<file path="config.mk">
export PLATFORM = sky130hd
export DESIGN_NAME = seg_dynamic_scan
export DESIGN_NICKNAME = d
export VERILOG_FILES = /design/src/rtl/seg_pkg.sv /design/src/rtl/bin2bcd.sv /design/src/rtl/seg_dynamic_scan.sv
export SDC_FILE = /design/constraint.sdc
export NUM_CORES = 1
export LEC_CHECK = 0
export ABC_AREA = 1
export ABC_CLOCK_PERIOD_IN_PS = 4200
export CAP_MARGIN = 20
export CORE_MARGIN = 4
export CORE_UTILIZATION = 55
export CTS_BUF_LIST = sky130_fd_sc_hd__clkbuf_8
export CTS_CLUSTER_SIZE = 14
export DETAILED_ROUTE_END_ITERATION = 16
export GPL_TIMING_DRIVEN = 0
export PLACE_DENSITY = 0.76
export RECOVER_POWER = 25
export SLEW_MARGIN = 20
export SYNTH_ARGS = -nofsm -noshare
export SYNTH_HDL_FRONTEND = slang
export SYNTH_SLANG_ARGS = --single-unit
</file>
<file path="constraint.sdc">
create_clock -name sys_clk -period 4.2 [get_ports sys_clk]
set_input_delay 0.84 -clock sys_clk [delete_from_list [all_inputs] [get_ports sys_clk]]
set_output_delay 0.84 -clock sys_clk [all_outputs]
set_load 0.02 [all_outputs]
</file>
<file path="src/rtl/seg_pkg.sv">
// Shared constants, segment codes and helpers for the six-digit scan display.
// Latency: none (package only).
// Backpressure: none.
package seg_pkg;

    localparam int DIG_NUM = 6;
    localparam int BCD_W   = 24;
    localparam int BIN_W   = 20;

    // Largest value that fits in six decimal digits.
    localparam logic [BIN_W-1:0] BIN_CLAMP = 20'd999_999;

    // Active-low segment codes, bit7 = dp, bits6..0 = g..a.
    localparam logic [7:0] SEG_0     = 8'hC0;
    localparam logic [7:0] SEG_1     = 8'hF9;
    localparam logic [7:0] SEG_2     = 8'hA4;
    localparam logic [7:0] SEG_3     = 8'hB0;
    localparam logic [7:0] SEG_4     = 8'h99;
    localparam logic [7:0] SEG_5     = 8'h92;
    localparam logic [7:0] SEG_6     = 8'h82;
    localparam logic [7:0] SEG_7     = 8'hF8;
    localparam logic [7:0] SEG_8     = 8'h80;
    localparam logic [7:0] SEG_9     = 8'h90;
    localparam logic [7:0] SEG_BLANK = 8'hFF;
    localparam logic [7:0] SEG_MINUS = 8'hBF;

    typedef enum logic [1:0] {
        CONV_IDLE  = 2'd0,
        CONV_SHIFT = 2'd1,
        CONV_DONE  = 2'd2
    } conv_state_t;

    // One-hot digit select; indices beyond the last digit give all zeros.
    function automatic logic [DIG_NUM-1:0] sel_onehot(input logic [2:0] idx);
        logic [DIG_NUM-1:0] v;
        for (int i = 0; i < DIG_NUM; i++) begin
            v[i] = (idx == i[2:0]);
        end
        return v;
    endfunction

    function automatic logic [7:0] seg_digit(input logic [3:0] nib);
        logic [7:0] c;
        case (nib)
            4'd0:    c = SEG_0;
            4'd1:    c = SEG_1;
            4'd2:    c = SEG_2;
            4'd3:    c = SEG_3;
            4'd4:    c = SEG_4;
            4'd5:    c = SEG_5;
            4'd6:    c = SEG_6;
            4'd7:    c = SEG_7;
            4'd8:    c = SEG_8;
            4'd9:    c = SEG_9;
            default: c = SEG_BLANK;
        endcase
        return c;
    endfunction

endpackage

</file>
<file path="src/rtl/bin2bcd.sv">
// Sequential double-dabble: clamps a 20-bit binary value and converts it to 6 BCD digits.
// Latency: 22 clocks per conversion (IDLE 1, SHIFT 20, DONE 1), free-running back to back.
// Backpressure: none; bcd_out is only meaningful while bcd_valid pulses (the DONE cycle).
// Ports: sys_clk, sys_rst (sync, active-high), bin_in (sampled in IDLE only),
//        bcd_out (accumulator), bcd_valid (1-cycle pulse in DONE).
module bin2bcd
    import seg_pkg::*;
(
    input  logic             sys_clk,
    input  logic             sys_rst,
    input  logic [BIN_W-1:0] bin_in,
    output logic [BCD_W-1:0] bcd_out,
    output logic             bcd_valid
);

    conv_state_t      r_state;
    logic [BIN_W-1:0] r_bin;
    logic [BCD_W-1:0] r_bcd;
    logic [4:0]       r_iter;
    logic             r_valid;
    logic [BCD_W-1:0] w_bcd_adj;

    // Add-3 correction on every nibble that would overflow past 9 after doubling.
    always_comb begin
        w_bcd_adj = r_bcd;
        for (int i = 0; i < DIG_NUM; i++) begin
            if (r_bcd[i*4 +: 4] >= 4'd5) begin
                w_bcd_adj[i*4 +: 4] = r_bcd[i*4 +: 4] + 4'd3;
            end
        end
    end

    always_ff @(posedge sys_clk) begin
        if (sys_rst) begin
            r_state <= CONV_IDLE;
            r_bin   <= '0;
            r_bcd   <= '0;
            r_iter  <= '0;
            r_valid <= 1'b0;
        end else begin
            case (r_state)
                CONV_IDLE: begin
                    r_bin   <= (bin_in > BIN_CLAMP) ? BIN_CLAMP : bin_in;
                    r_bcd   <= '0;
                    r_iter  <= '0;
                    r_valid <= 1'b0;
                    r_state <= CONV_SHIFT;
                end
                CONV_SHIFT: begin
                    // Shift {bcd, bin} left by one after correction.
                    r_bcd  <= {w_bcd_adj[BCD_W-2:0], r_bin[BIN_W-1]};
                    r_bin  <= {r_bin[BIN_W-2:0], 1'b0};
                    r_iter <= r_iter + 5'd1;
                    if (r_iter == 5'd19) begin
                        r_valid <= 1'b1;
                        r_state <= CONV_DONE;
                    end
                end
                CONV_DONE: begin
                    r_valid <= 1'b0;
                    r_state <= CONV_IDLE;
                end
                default: begin
                    r_valid <= 1'b0;
                    r_state <= CONV_IDLE;
                end
            endcase
        end
    end

    assign bcd_out   = r_bcd;
    assign bcd_valid = r_valid;

endmodule

</file>
<file path="src/rtl/seg_dynamic_scan.sv">
// Six-digit multiplexed decimal display driver feeding hc595_ctrl sel/seg.
// Latency: 1 clock from digit-index change (or seg_en change) to sel/seg; new data shows within 2 conversions.
// Backpressure: none; free-running scan, seg_en only gates the outputs.
// Ports: sys_clk, sys_rst (sync, active-high), data[19:0] (clamped to 999_999), point[5:0] (dp per digit),
//        sign (minus ahead of msd), seg_en (0 = dark), sel[5:0] (one-hot, active-high), seg[7:0] (active-low).
module seg_dynamic_scan
    import seg_pkg::*;
#(
    parameter int CNT_MAX = 49_999
)
(
    input  logic               sys_clk,
    input  logic               sys_rst,
    input  logic [BIN_W-1:0]   data,
    input  logic [DIG_NUM-1:0] point,
    input  logic               sign,
    input  logic               seg_en,
    output logic [DIG_NUM-1:0] sel,
    output logic [7:0]         seg
);

    localparam int CNT_W = (CNT_MAX > 0) ? $clog2(CNT_MAX + 1) : 1;

    logic [CNT_W-1:0]   r_cnt;
    logic [2:0]         r_idx;
    logic [BCD_W-1:0]   r_disp;
    logic [DIG_NUM-1:0] r_sel;
    logic [7:0]         r_seg;

    logic [BCD_W-1:0]   w_bcd;
    logic               w_bcd_vld;
    logic               w_scan_flag;
    logic [2:0]         w_eff_msd;
    logic [3:0]         w_nib;
    logic               w_dp;
    logic [7:0]         w_pat;

    bin2bcd u_bin2bcd (
        .sys_clk   (sys_clk),
        .sys_rst   (sys_rst),
        .bin_in    (data),
        .bcd_out   (w_bcd),
        .bcd_valid (w_bcd_vld)
    );

    assign w_scan_flag = (r_cnt == CNT_W'(CNT_MAX));

    // Effective most-significant digit: highest nonzero nibble, pushed up by
    // any lit decimal point so that digits below a dp show '0' instead of blank.
    always_comb begin
        w_eff_msd = 3'd0;
        for (int i = 1; i < DIG_NUM; i++) begin
            if (r_disp[i*4 +: 4] != 4'd0) begin
                w_eff_msd = 3'(i);
            end
        end
        for (int i = 0; i < DIG_NUM; i++) begin
            if (point[i] && (3'(i) > w_eff_msd)) begin
                w_eff_msd = 3'(i);
            end
        end
    end

    // Pattern for the digit currently selected. With msd = 5 the minus slot
    // would be digit 6, which never matches, so sign drops out naturally.
    always_comb begin
        w_nib = 4'd0;
        w_dp  = 1'b0;
        for (int i = 0; i < DIG_NUM; i++) begin
            if (r_idx == 3'(i)) begin
                w_nib = r_disp[i*4 +: 4];
                w_dp  = point[i];
            end
        end
        if (r_idx <= w_eff_msd) begin
            w_pat = seg_digit(w_nib);
        end else if (sign && (r_idx == w_eff_msd + 3'd1)) begin
            w_pat = SEG_MINUS;
        end else begin
            w_pat = SEG_BLANK;
        end
        if (w_dp) begin
            w_pat = w_pat & 8'h7F;
        end
    end

    always_ff @(posedge sys_clk) begin
        if (sys_rst) begin
            r_cnt  <= '0;
            r_idx  <= 3'd0;
            r_disp <= '0;
            r_sel  <= '0;
            r_seg  <= SEG_BLANK;
        end else begin
            r_cnt <= w_scan_flag ? '0 : r_cnt + 1'b1;
            if (w_scan_flag) begin
                r_idx <= (r_idx == 3'(DIG_NUM - 1)) ? 3'd0 : r_idx + 3'd1;
            end
            // Whole 24-bit result lands at once, so no half-converted value is shown.
            if (w_bcd_vld) begin
                r_disp <= w_bcd;
            end
            r_sel <= seg_en ? sel_onehot(r_idx) : '0;
            r_seg <= seg_en ? w_pat : SEG_BLANK;
        end
    end

    assign sel = r_sel;
    assign seg = r_seg;

endmodule
</file>
==> impl_metrics.py, run 1 <==
metrics = {
    "clocking": {
        "cts_buffers": 9,
        "clk_pin_slew_ps": 100,
        "cts_resized": 0,
        "cts.sinks": 109,
        "post_cts_buffers": 0,
        "hold_buffers": 0,
        "cts_root_buf": "clkbuf_8",
        "cts_tree": "built",
        "htreeDepth": 3,
        "clock_latency_ps": 380,
        "cts_max_path_buffers": 2,
    },
    "timing": {
        "fmax_ghz": 0.3720,
        "finalHoldViolations": 0,
        "layout_min_cycle_time_ps": 2688,
        "slew_headroom_pct": 59.15,
        "fin_crit_sh_pct": 64.01,
        "fin_setup_tns_ps": 0,
        "skew_ps": 10.23,
        "worstMarginPinSlew_ps": 607.2,
        "slew_viol_final": 0,
        "setup_viol": 0,
        "rsz0062_at_grt": "false",
    },
    "logic_synthesis": {
        "syn_inst": 758,
        "muxShareOfSynthArea_pct": 0,
        "syn_nets": 812,
        "ys_async_sr_fraction_pct": 0,
        "ys_ff_latch": 109,
        "synth.yosys.seq_area_share_pct": 40.03,
        "synth_ff_type": "dfxtp_1",
        "yosys_warnings": 0,
        "synth_compound_area_share_pct": 18.94,
        "synthAdderAreaFrac_pct": 5.508,
        "yosysUniqueCellTypes": 44,
        "synth_area_um2": 5451,
        "synth-edff-count": 0,
        "synth_top_family_by_area": "simple AND/OR/NAND/NOR gates",
        "synth_xor_area_share_pct": 1.607,
        "avgSynthCellArea_um2": 7.192,
        "synth-simple-area-share_pct": 24.01,
    },
    "critical_path": {
        "worstRegToRegCells": 17,
        "end_kind": "flip-flop",
        "path_buf_inv": 3,
        "critical_path_depth": 15,
        "worstPathArrival_ps": 2950,
        "slowest_delay_ps": 500,
        "critPathLaunchType": "input pin",
        "worstPathCellList": "clkdlybuf4s50_1, inv_1, nor2_1, nand3b_1, nand2_1, nand2_1, nand2_1, nand2_1, nand2_1, ha_1, inv_1, o21ai_0, nand2_1, a21oi_4, nand2_1",
        "cpMostUsedCell": "nand2_1",
        "cp_data_required_time_ps": 4460,
        "cpLargestDelayFamily": "simple AND/OR/NAND/NOR gates",
        "worstSetupPathType": "input pin to flip-flop",
        "worstPathMaxFanout": 5,
        "crit_slowest_cell": "clkdlybuf4s50_1",
    },
    "global_route": {
        "grt_pass1_vias": 4703,
        "grt_pass1_wl_um": 20600,
        "antenna_found_initial": 0,
        "grt.overflow.total": 0,
        "grt_max_degree": 17,
        "grt.total_usage_pct": 21.65,
    },
    "floorplanning": {
        "initial_core_util_pct": 56.03,
        "die_h_um": 107.6,
        "die_x_um": 107.6,
        "coreArea_um2": 9729,
        "die_area_um2": 11570,
        "rows": 36,
        "io_pins": 44,
    },
    "route": {
        "firstDrtPassIters": 5,
        "routed_wirelength_um": 12180,
        "viasPerCell": 5.262,
        "wl_per_cell_um": 12.82,
        "drtIter0Drc": 263,
        "vias": 4999,
        "drcViolationCount": 0,
        "postRouteAntennaNets": 0,
    },
    "power_and_ir_drop": {
        "clkPwrFrac_pct": 38.9,
        "switching_share_pct": 22.18,
        "internal-power_uw": 1519,
        "netSwitchingPower_uw": 432.7,
        "power_frac_comb_pct": 6.7,
        "power_density_nw_per_um2": 310.3,
        "p_seq_share_pct": 54.4,
        "irDropWorstVdd_mv": 0.1873,
        "p_leak_uw": 0.002419,
    },
    "layout": {
        "final-seq-area_um2": 2182,
        "fin_util_pct": 64.63,
        "drive_above_1_share_pct": 4.896,
        "multi_input_comb_area_um2": 2729,
        "nets": 866,
        "n_fill_cell": 874,
        "diodes": 0,
        "synthToLayoutAreaGrowth_pct": 15.35,
    },
    "worst_hold_path": {
        "hp-class": "flip-flop to flip-flop",
        "hold_depth": 1,
    },
    "placed_design": {
        "numPortBuffers": 43,
        "gp_congestion": 0.8434,
        "hpwl_um": 9092,
    },
    "run": {
        "drv_cap": 0,
    },
    "status": {
        "status": "complete, no violations",
    },
}
[cell usage in the layout (no fill, tap or decap), types with 13 or more instances in the layout]
| cell | count |
|---|---|
| nand3_1 | 50 |
| nor3_1 | 13 |
| a21oi_1 | 87 |
| ha_1 | 24 |
| dfxtp_1 | 109 |
| nand2_1 | 134 |
| inv_1 | 106 |
| nor2_1 | 55 |
| clkbuf_1 | 23 |
| o21ai_0 | 63 |
| clkdlybuf4s50_1 | 42 |
| nand4_1 | 13 |
[metal layers]
layer | GRT usage [%] | part of all wire, % | vias up
met5 | 0 | 0 | -
met4 | 8.296 | 1.5 | 0
met3 | 2.639 | 4.1 | 18
met2 | 37.57 | 48 | 107
met1 | 27.38 | 47 | 2263
li1 | - | - | 2611
[registers in the layout, indices dropped and copies added, names as in the netlist]
signal / flops
r_cnt: 16
r_disp: 24
r_idx: 3
seg: 8
sel: 6
u_bin2bcd.bcd_out: 24
u_bin2bcd.bcd_valid: 1
u_bin2bcd.r_bin: 20
u_bin2bcd.r_iter: 5
u_bin2bcd.r_state: 2
[power groups by stage]
stage | logic, µW | clock network (µW) | registers, µW
finish | 131 | 759 | 1060
global route | 145 | 812 | 1060
CTS | 131 | 768 | 1060
detailed placement | 131 | 0 | 1090
global placement | 128 | 0 | 1080
floorplan | 64.6 | 0 | 1090
[worst reg2reg max path, cell delays in order, from the launching register on]
cell and delay [ps]:
dfxtp_1 340, nor2_1 110, nand3_1 120, nor2_1 250
nand2_1 100, nor2_1 100, nand3b_1 130, nand2_1 60
nand2_1 70, nand2_1 50, nand2_1 50, nand2_1 70
ha_1 280, inv_1 40, o21ai_0 250, nand2_1 190
a21oi_4 200, nand2_1 70
[final cells by class]
| cell class | instances | area share [%] |
|---|---|---|
| Clock buffer | 10 | 2.189 |
| Inverter | 108 | 6.526 |
| Timing Repair Buffer | 43 | 6.844 |
| Clock inverter | 6 | 1.632 |
| Buffer | 29 | 2.069 |
| Tap cell | 133 | 2.646 |
| Sequential cell | 109 | 34.70 |
| Multi-Input combinational cell | 512 | 43.39 |
[path summary, 6_finish.rpt]
path / slack, ps / end / start
worst max register to register: 1620 / seg[3] / r_disp[20]
worst max-delay path: 1510 / seg[3] / point[1]
worst min register to register: 460 / r_cnt[0] / r_cnt[0]
worst min-delay path: 460 / r_cnt[0] / r_cnt[0]
[cells in the mapped netlist, types with 9 or more instances]
library cell  instances  area, µm²
nor2_1               55      206.5
a31oi_1              11      68.82
dfxtp_1             109       2182
xor2_1                9      78.83
nand2_1             134      503.0
nand4_1              13      81.33
ha_1                 24      300.3
nand3_1              50      250.2
o21ai_0              63      315.3
inv_1               104      390.4
a21oi_1              87      435.4
clkbuf_1             23      86.33
nor3_1               13      65.06
[cells by family (layout without fill, tap and decap cells)]
logic type,Yosys count,in the layout
AOI/OAI and AO/OA,187,187
xor gates and xnor gates,10,10
adders and majority gates,24,24
buffers and inverters,137,196
DFF,109,109
and+or+nand+nor,291,291
[per-stage QoR]
step | hold slack, ps | cells | cell area, µm² | total power, µW | worst slack, ps
CTS | 460.6 | 950 | 6289 | 1960 | 1521
global placement | 431.2 | 934 | 6048 | 1213 | 1223
finish | 457.4 | 950 | 6289 | 1951 | 1512
floorplan | 417.5 | 758 | 5451 | 1154 | 1938
detailed placement | 437.5 | 934 | 6048 | 1216 | 1164
global route | 487.5 | 950 | 6289 | 2021 | 1289
Note: power is estimated with default switching activity, not from simulation.
==> inputs of run 2 (changes only) <==
ABC_CLOCK_PERIOD_IN_PS = 2500   (was 4200)
clock period = 2.5 ns   (was 4.2 ns; I/O delays follow)
==> run 2 against run 1 <==
Worst hold slack about the same. Highest routed layer unchanged. Register-to-register slack got worse by 1400 ps. Sequential share of layout area decreased by 0.15 points. Via count increased by 0.62%. Setup slack got worse by 1300 ps. Routed wire length about the same. Sequential cell count unchanged. Cell area increased by 0.48%. Clock power increased by 67%. Largest cell class unchanged.
==> impl_metrics.py, run 2 (synthesis gave the netlist of run 1 again) <==
metrics = {
    "status": {
        "status": "complete, no violations",
    },
    "floorplanning": {
        "die_area_um2": 11570,
        "initial_core_util_pct": 56.03,
        "coreArea_um2": 9729,
        "io_pins": 44,
        "die_h_um": 107.6,
        "die_x_um": 107.6,
        "rows": 36,
    },
    "clocking": {
        "clk_pin_slew_ps": 100,
        "hold_buffers": 0,
        "cts_buffers": 9,
        "clock_latency_ps": 380,
        "htreeDepth": 3,
        "cts_max_path_buffers": 2,
        "cts_root_buf": "clkbuf_8",
        "cts.sinks": 109,
        "cts_tree": "built",
    },
    "route": {
        "wl_per_cell_um": 12.81,
        "routed_wirelength_um": 12180,
        "drtIter0Drc": 280,
        "vias": 5030,
        "postRouteAntennaNets": 0,
        "drcViolationCount": 0,
        "viasPerCell": 5.289,
        "firstDrtPassIters": 5,
    },
    "timing": {
        "fmax_ghz": 0.4399,
        "slew_viol_final": 0,
        "worstMarginPinSlew_ps": 673.9,
        "layout_min_cycle_time_ps": 2273,
        "skew_ps": 10.01,
        "whs_ps": 457.4,
        "finalHoldViolations": 0,
        "fin_crit_sh_pct": 90.93,
        "fin_setup_tns_ps": 0,
        "slew_headroom_pct": 54.66,
        "setup_viol": 0,
    },
    "critical_path": {
        "worstSetupPathType": "flip-flop to flip-flop",
        "cpMostUsedCell": "nand2_1",
        "end_kind": "flip-flop",
        "r2r_end": "seg[3]",
        "worstPathCellList": "inv_1, nand4_1, nor2_2, nand2_1, nor2_1, nand3b_1, nand2_1, nand2_1, nand2_1, nand2_1, nand2_1, ha_1, inv_1, o21ai_2, nand2_2, a21oi_4, nand2_1",
        "critPathLaunchType": "flip-flop",
        "worstPathMaxFanout": 5,
        "crit_slowest_cell": "dfxtp_1",
        "worstRegToRegCells": 17,
        "slowest_delay_ps": 320,
        "rrSetupSlack_ps": 230,
        "r2r-start": "r_disp[19]",
        "worstPathArrival_ps": 2540,
        "cp_data_required_time_ps": 2770,
    },
    "placed_design": {
        "gp_congestion": 0.8434,
        "numPortBuffers": 43,
        "hpwl_um": 9092,
    },
    "global_route": {
        "grt_pass1_vias": 4703,
        "grt.total_usage_pct": 21.65,
        "grt_max_degree": 17,
        "grt.overflow.total": 0,
        "grt_pass1_wl_um": 20600,
        "antenna_found_initial": 0,
    },
    "power_and_ir_drop": {
        "power_density_nw_per_um2": 518.7,
        "switching_share_pct": 22.15,
        "irDropWorstVdd_mv": 0.3143,
        "p_seq_share_pct": 54.4,
        "clkPwrFrac_pct": 38.9,
        "netSwitchingPower_uw": 726.0,
        "p_leak_uw": 0.002434,
        "power_frac_comb_pct": 6.7,
        "internal-power_uw": 2551,
    },
    "run": {
        "drv_cap": 0,
    },
    "worst_hold_path": {
        "holdPathEnd": "r_cnt[0]",
        "hp-class": "flip-flop to flip-flop",
        "hp-start": "r_cnt[0]",
        "hold_depth": 1,
    },
    "layout": {
        "nets": 867,
        "diodes": 0,
        "multi_input_comb_area_um2": 2750,
        "final-seq-area_um2": 2183,
        "drive_above_1_share_pct": 5.868,
        "synthToLayoutAreaGrowth_pct": 15.91,
        "n_fill_cell": 867,
        "most-common-layout-cells": "nand2_1 (133), dfxtp_1 (108), inv_1 (106)",
        "final_common_cell": "nand2_1",
    },
}
==> run 2: worst max-delay path, delay by kind of cell, from the launching register on <==
family | cells | cell delay [ps]
simple gates | 12 | 1120
buf+inv | 2 | 120
compound gates | 2 | 320
fa+ha+maj | 1 | 280
flops | 1 | 320
==> run 2: what timing repair did <==
item / in CTS / in global routing
pin swaps: 0 / 4
setup endpoints to repair: 6 / 7
endpoints found under the hold margin: 0 / 0
buffers inserted: 0 / 1
resized for setup: 2 / 7
==> run 2: power groups by stage <==
stage,sequential [µW],clock [µW],combinational (µW)
floorplan,1830,0,109
global placement,1820,0,215
detailed placement,1820,0,220
CTS,1780,1290,221
global route,1790,1360,245
finish,1780,1270,221
==> run 2: area by class of cell <==
type | instances | share of cell area [%]
tap | 133 | 2.634
inverter | 108 | 6.495
timing repair buffer | 44 | 6.931
buffer | 29 | 2.059
sequential | 109 | 34.55
clock inverter | 6 | 1.624
clock buffer | 10 | 2.178
multi-input combinational | 512 | 43.52
==> run 2: worst max-delay path by stage <==
stage                    start     end  slack, ps  cells after the start
floorplan             r_idx[2]  seg[0]        310                     12
global placement      point[1]  seg[0]       -140                     15
detailed placement    point[1]  seg[3]       -200                     15
CTS                   r_idx[2]  seg[0]         20                     12
global route        r_disp[18]  seg[3]        -40                     17
finish              r_disp[19]  seg[3]        230                     17
==> run 2: routing by layer <==
metal,routed length [µm],vias to the layer above,global-route usage (%)
li1,-,2618,-
met1,5687,2293,27.34
met2,5825,101,37.52
met3,464,18,2.639
met4,206,0,8.476
met5,0,-,0
==> run 2: metrics by stage <==
step / cell area [µm²] / util, % / worst slack [ps] / std cells / total power [µW]
after detailed placement: 6048 / 62.17 / -196.4 / 934 / 2044
after floorplan: 5451 / - / 311.2 / 758 / 1939
after global placement: 6048 / 62.17 / -137.0 / 934 / 2037
after CTS: 6291 / 64.66 / 23.36 / 950 / 3294
final: 6319 / 64.94 / 226.9 / 951 / 3278
after global routing: 6319 / 64.94 / -38.53 / 951 / 3396
